<file path="src/rtl/wb_burst_master_pkg.sv">
// Shared SDRAM-controller types and constants.
// Adds the Wishbone burst master state type and CTI codes.
package sdrctrl_package;

  localparam int aw = 26;
  localparam int dw = 32;

  typedef enum logic [1:0] {
    INIT,
    IDLE,
    XFER,
    RESP
  } wbm_state_t;

  localparam logic [2:0] WB_CTI_CLASSIC = 3'b000;
  localparam logic [2:0] WB_CTI_INCR    = 3'b010;
  localparam logic [2:0] WB_CTI_EOB     = 3'b111;

endpackage

</file>
<file path="src/rtl/wb_burst_master_watchdog.sv">
// Ack watchdog: counts strobe cycles without an ack.
// Flags expiry on the TIMEOUT_CYC-th unanswered cycle.
module wb_ack_watchdog #(
  parameter int TIMEOUT_CYC = 1024
) (
  input  logic sys_clk,
  input  logic RESETN,
  input  logic i_stb,
  input  logic i_ack,
  output logic o_expired
);

  localparam int CW = $clog2(TIMEOUT_CYC + 1);

  logic [CW-1:0] r_cnt;

  // A low strobe clears the count, so each new assertion starts at zero
  always_ff @(posedge sys_clk or negedge RESETN) begin
    if (!RESETN) begin
      r_cnt <= '0;
    end else if (!i_stb || i_ack) begin
      r_cnt <= '0;
    end else begin
      r_cnt <= r_cnt + 1'b1;
    end
  end

  assign o_expired = i_stb && !i_ack &&
                     (r_cnt == CW'(TIMEOUT_CYC - 1));

endmodule

</file>
<file path="src/rtl/wb_burst_master.sv">
// Wishbone B3 burst master feeding the SDRAM controller slave port.
// WB_MASTER_TIMEOUT_EN adds an ack watchdog that ends the cycle with err.
module wb_burst_master
  import sdrctrl_package::*;
#(
  parameter int AW          = aw,
  parameter int DW          = dw,
  parameter int MAX_BURST   = 16,
  parameter int TIMEOUT_CYC = 1024,
  parameter int LW          = $clog2(MAX_BURST)
) (
  input  logic            sys_clk,
  input  logic            RESETN,
  input  logic            sdr_init_done,
  input  logic            cmd_valid,
  output logic            cmd_ready,
  input  logic            cmd_we,
  input  logic [AW-1:0]   cmd_addr,
  input  logic [LW-1:0]   cmd_len,
  input  logic [DW/8-1:0] cmd_sel,
  input  logic [DW-1:0]   wdata,
  input  logic            wdata_valid,
  output logic            wdata_ready,
  output logic [DW-1:0]   rdata,
  output logic            rdata_valid,
  output logic            done,
  output logic            err,
  output logic            wb_cyc_i,
  output logic            wb_stb_i,
  output logic            wb_we_i,
  output logic [AW-1:0]   wb_addr_i,
  output logic [DW-1:0]   wb_dat_i,
  output logic [DW/8-1:0] wb_sel_i,
  output logic [2:0]      wb_cti_i,
  input  logic            wb_ack_o,
  input  logic [DW-1:0]   wb_dat_o
);

  localparam int          SW   = DW / 8;
  localparam logic [AW-1:0] STEP = AW'(SW);

  wbm_state_t    r_state;
  logic          r_we;
  logic          r_burst;
  logic          r_cyc;
  logic          r_stb;
  logic          r_rvalid;
  logic          r_done;
  logic          r_err;
  logic [AW-1:0] r_addr;
  logic [SW-1:0] r_sel;
  logic [LW-1:0] r_cnt;
  logic [DW-1:0] r_dat;
  logic [DW-1:0] r_rdata;

  logic w_ack;
  logic w_last;
  logic w_wready;
  logic w_load;
  logic w_expired;

  assign w_ack    = r_stb && wb_ack_o;
  assign w_last   = (r_cnt == '0);
  assign w_wready = (r_state == XFER) && r_we &&
                    (!r_stb || (wb_ack_o && !w_last));
  assign w_load   = w_wready && wdata_valid;

`ifdef WB_MASTER_TIMEOUT_EN
  wb_ack_watchdog #(
    .TIMEOUT_CYC(TIMEOUT_CYC)
  ) u_wdog (
    .sys_clk  (sys_clk),
    .RESETN   (RESETN),
    .i_stb    (r_stb),
    .i_ack    (wb_ack_o),
    .o_expired(w_expired)
  );
`else
  logic w_unused;
  assign w_unused  = (TIMEOUT_CYC > 0);
  assign w_expired = 1'b0;
`endif

  always_ff @(posedge sys_clk or negedge RESETN) begin
    if (!RESETN) begin
      r_state  <= INIT;
      r_we     <= 1'b0;
      r_burst  <= 1'b0;
      r_cyc    <= 1'b0;
      r_stb    <= 1'b0;
      r_rvalid <= 1'b0;
      r_done   <= 1'b0;
      r_err    <= 1'b0;
      r_addr   <= '0;
      r_sel    <= '0;
      r_cnt    <= '0;
      r_dat    <= '0;
      r_rdata  <= '0;
    end else begin
      r_rvalid <= 1'b0;
      r_done   <= 1'b0;
      r_err    <= 1'b0;
      unique case (r_state)
        INIT: begin
          if (sdr_init_done) r_state <= IDLE;
        end
        IDLE: begin
          if (cmd_valid) begin
            r_we    <= cmd_we;
            r_addr  <= cmd_addr;
            r_sel   <= cmd_sel;
            r_cnt   <= cmd_len;
            r_burst <= |cmd_len;
            r_cyc   <= 1'b1;
            r_stb   <= !cmd_we;
            r_state <= XFER;
          end
        end
        XFER: begin
          if (w_ack) begin
            r_addr <= r_addr + STEP;
            if (!r_we) begin
              r_rdata  <= wb_dat_o;
              r_rvalid <= 1'b1;
            end
            if (w_last) begin
              r_cyc   <= 1'b0;
              r_stb   <= 1'b0;
              r_done  <= 1'b1;
              r_state <= RESP;
            end else begin
              r_cnt <= r_cnt - 1'b1;
              // A write beat without fresh data opens a strobe gap
              if (r_we) r_stb <= wdata_valid;
            end
          end else if (w_expired) begin
            r_cyc   <= 1'b0;
            r_stb   <= 1'b0;
            r_done  <= 1'b1;
            r_err   <= 1'b1;
            r_state <= RESP;
          end
          if (w_load) begin
            r_dat <= wdata;
            r_stb <= 1'b1;
          end
        end
        RESP: begin
          r_state <= sdr_init_done ? IDLE : INIT;
        end
        default: r_state <= INIT;
      endcase
    end
  end

  assign cmd_ready   = (r_state == IDLE);
  assign wdata_ready = w_wready;
  assign rdata       = r_rdata;
  assign rdata_valid = r_rvalid;
  assign done        = r_done;
  assign err         = r_err;
  assign wb_cyc_i    = r_cyc;
  assign wb_stb_i    = r_stb;
  assign wb_we_i     = r_we;
  assign wb_addr_i   = r_addr;
  assign wb_dat_i    = r_dat;
  assign wb_sel_i    = r_sel;
  assign wb_cti_i    = (!r_cyc || !r_burst) ? WB_CTI_CLASSIC :
                       w_last ? WB_CTI_EOB : WB_CTI_INCR;

endmodule
</file>
<file path="config.mk">
export PLATFORM = sky130hd
export DESIGN_NAME = wb_burst_master
export DESIGN_NICKNAME = d
export VERILOG_FILES = /design/src/rtl/wb_burst_master_pkg.sv /design/src/rtl/wb_burst_master_watchdog.sv /design/src/rtl/wb_burst_master.sv
export SDC_FILE = /design/constraint.sdc
export NUM_CORES = 1
export LEC_CHECK = 0
export CORE_MARGIN = 4
export CORE_UTILIZATION = 40
export DETAILED_ROUTE_END_ITERATION = 6
export PLACE_DENSITY_LB_ADDON = 0.12
export SLEW_MARGIN = 20
export SYNTH_ARGS = -nofsm -noshare
export SYNTH_HDL_FRONTEND = slang
export SYNTH_SLANG_ARGS = --single-unit
export TNS_END_PERCENT = 5
</file>
<file path="constraint.sdc">
create_clock -name sys_clk -period 3.1 [get_ports sys_clk]
set_input_delay 0.31 -clock sys_clk [delete_from_list [all_inputs] [get_ports sys_clk]]
set_output_delay 0.31 -clock sys_clk [all_outputs]
set_load 0.005 [all_outputs]
</file>
==> impl_metrics.ini <==
[synthesis]
syn_area_sq_mm = 0.00501
syn_area_per_cell_sq_um = 11.9
synth_edf_count = 0
synth_flop_cell = dfrtp_1
syn_nets = 533
synth_cells = 421
synth_seq_cells = 106
yosysWarnings = 0
ys_types = 61
synth-seq-area-share_pct = 53.0
async_reset_ff_share_pct = 100

[cts]
clockRootBuffer = clkbuf_16
clkLatencyLatePin_ps = 350
cts_tree = built
cts_inserted_buffers = 9
cts_buffer_depth = 2
htreeDepth = 3
path_clk_slew_ps = 80
cts_sinks = 106

[route]
firstDrtPassIters = 4
wl_microns = 14200
vias_per_cell = 5.23
wl_per_cell_microns = 17.8
ant_nets = 0
drc = 0
initialDrtViolationCount = 324
vias = 4188

[final_layout]
syn_to_final_growth_pct = 50.5
fin_nets = 739
design_area_sq_mm = 0.00753
final_common_cell = clkdlybuf4s50_1
fillers = 1040
multi_input_comb_area_sq_mm = 0.00218
regArea_sq_mm = 0.00265
final_cell_mix = clkdlybuf4s50_1, dfrtp_1, mux2_2
drive_gt1_share_pct = 18.2

[global_routing]
grt_overflow = 0
antenna_found_initial = 1
grt_start_max_net_pins = 64
track_usage_pct = 20.0
first_global_vias = 4285
grt_pass1_wl_microns = 22600

[critical_path]
worstSetupStartpoint = r_cnt[0]
ff2ff_path_depth = 8
reg2reg_setup_slack_ps = 740
critPathLaunchType = flip-flop
crit_required_ps = 2790
cp.arrival_ps = 2360
crit_family = simple AND/OR/NAND/NOR gates
crit_path_max_fanout = 8
slowest_delay_ps = 580
cp_num_buf_inv = 2
cp-end-kind = primary output
critPathSlowestCell = or3b_1
worst-setup-path-type = reg2out
timing.rr.end = wb_addr_i[16]
r2r_start = r_state[0]
path_cells = inv_1 > ha_1 > or3b_1 > nor2_1 > clkdlybuf4s50_1

[sta]
period_minus_slack_ps = 2670
hold_viol_final = 0
finalClockSkew_ps = 10.1
tightest_slew_ps = 827
final.setup.tns_ps = 0
max_freq_mhz = 375
setup_viol = 0
period_share_pct = 86.0
slew_headroom_pct = 44.7
rsz0062_at_grt = false
maxSlewViolCount = 0

[status]
status = finished clean

[run]
cap_violations = 0

[floorplan]
die_h_microns = 120
design.die.area_sq_mm = 0.0144
rows = 40
die_w_microns = 120
start_util_pct = 41.3
fp.coreArea_sq_mm = 0.0121
ios = 210

[placed_design]
place_hpwl_microns = 10700
placed_cell_area_sq_mm = 0.00724
io_buffers = 208
gp_congestion = 0.815

[worst_hold_path]
worstHoldPathType = reg2reg
min_to = wb_addr_i[0]
worstHoldPathCells = 2
min_from = wb_addr_i[0]

[power_and_ir_drop]
p_leak_nw = 3.12
pwr_density_cell_mw_per_mm2 = 946
ir_worst_vdd_v = 0.000576
## registers in the layout (all words and copies together) (netlist names)
register	flops
r_state	2
wb_cyc_i	1
rdata_valid	1
wb_sel_i	4
wb_we_i	1
rdata	32
done	1
wb_stb_i	1
wb_dat_i	32
r_cnt	4
r_burst	1
wb_addr_i	26
## cell type report
| type | count | area share (%) |
|---|---|---|
| antenna | 1 | 0.0332 |
| clock buffer | 9 | 2.99 |
| clock inverter | 7 | 0.698 |
| inverter | 10 | 0.498 |
| multi-input combinational | 283 | 28.9 |
| sequential | 106 | 35.2 |
| tap | 168 | 2.79 |
| timing repair buffer | 217 | 28.9 |
## worst reg2reg max path, delay by kind of cell, from the launching register on
kind	cells	cell delay (ps)
buffers and inverters	2	520
adder cells (fa/ha/maj)	1	300
flip-flops	1	410
AO/OA/AOI/OAI	2	190
AND/OR/NAND/NOR	3	890
## how the worst max path moves through the flow
stage	end	slack, ps	depth (start not counted)
5_1_grt	wb_cti_i[2]	310	5
3_5_place_dp	wb_stb_i	720	6
2_1_floorplan	wb_addr_i[25]	1240	7
3_3_place_gp	wb_stb_i	770	6
4_1_cts	wb_cti_i[2]	410	5
6_report	wb_cti_i[2]	430	5
## repair_timing
action                    in CTS  in global routing
resized for setup              0                  0
hold buffers                   1                  0
hold endpoints to repair      43                  0
buffers inserted               0                  0
## Yosys cell counts, drive strengths merged (6+ instances only)
cell / count / area [sq um]
dfrtp: 106 / 2650
mux2: 71 / 800
o21ai: 27 / 139
nor2: 26 / 103
nand2: 28 / 124
inv: 10 / 37.5
nand4: 16 / 130
a31oi: 6 / 37.5
and3: 11 / 68.8
a22oi: 7 / 52.6
ha: 7 / 87.6
nand3: 15 / 92.6
buf: 17 / 124
nor3: 7 / 61.3
a21oi: 14 / 73.8
## through the flow
stage	setup slack (ps)	utilization (%)	power [mW]	hold WS (ps)	instances
final	433	62.2	7.13	466	801
after global routing	312	62.2	7.62	486	801
after CTS	412	62.2	7.22	472	800
after detailed placement	718	59.8	6.09	354	783
after global placement	772	59.8	5.98	352	783
after floorplan	1240	-	4.18	14.4	421
## cell families after synthesis
kind of cell    Yosys count  share of synthesized area (%)
buf+inv                  32                           3.62
other cells               1                         0.0749
fa+ha+maj                 7                           1.75
mux                      74                           16.6
compound gates           78                           10.3
flops                   106                           53.0
simple gates            123                           14.6
## layer usage
metal  wire length [microns]  vias to the layer above  part of all wire [%]  GRT usage (%)
met4                     329                        0                   2.3           7.80
met1                    5670                     2041                    40           24.1
met3                    1430                       21                    10           8.25
met5                       0                        -                     0              0
li1                        -                     1949                     -              -
met2                    6800                      177                    48           31.9
## where the power goes
group / switching (mW) / internal, mW
sequential: 0.536 / 2.05
clock: 0.536 / 0.553
combinational: 1.39 / 2.06
total: 2.46 / 4.67
(Power assumes the default switching activity.)
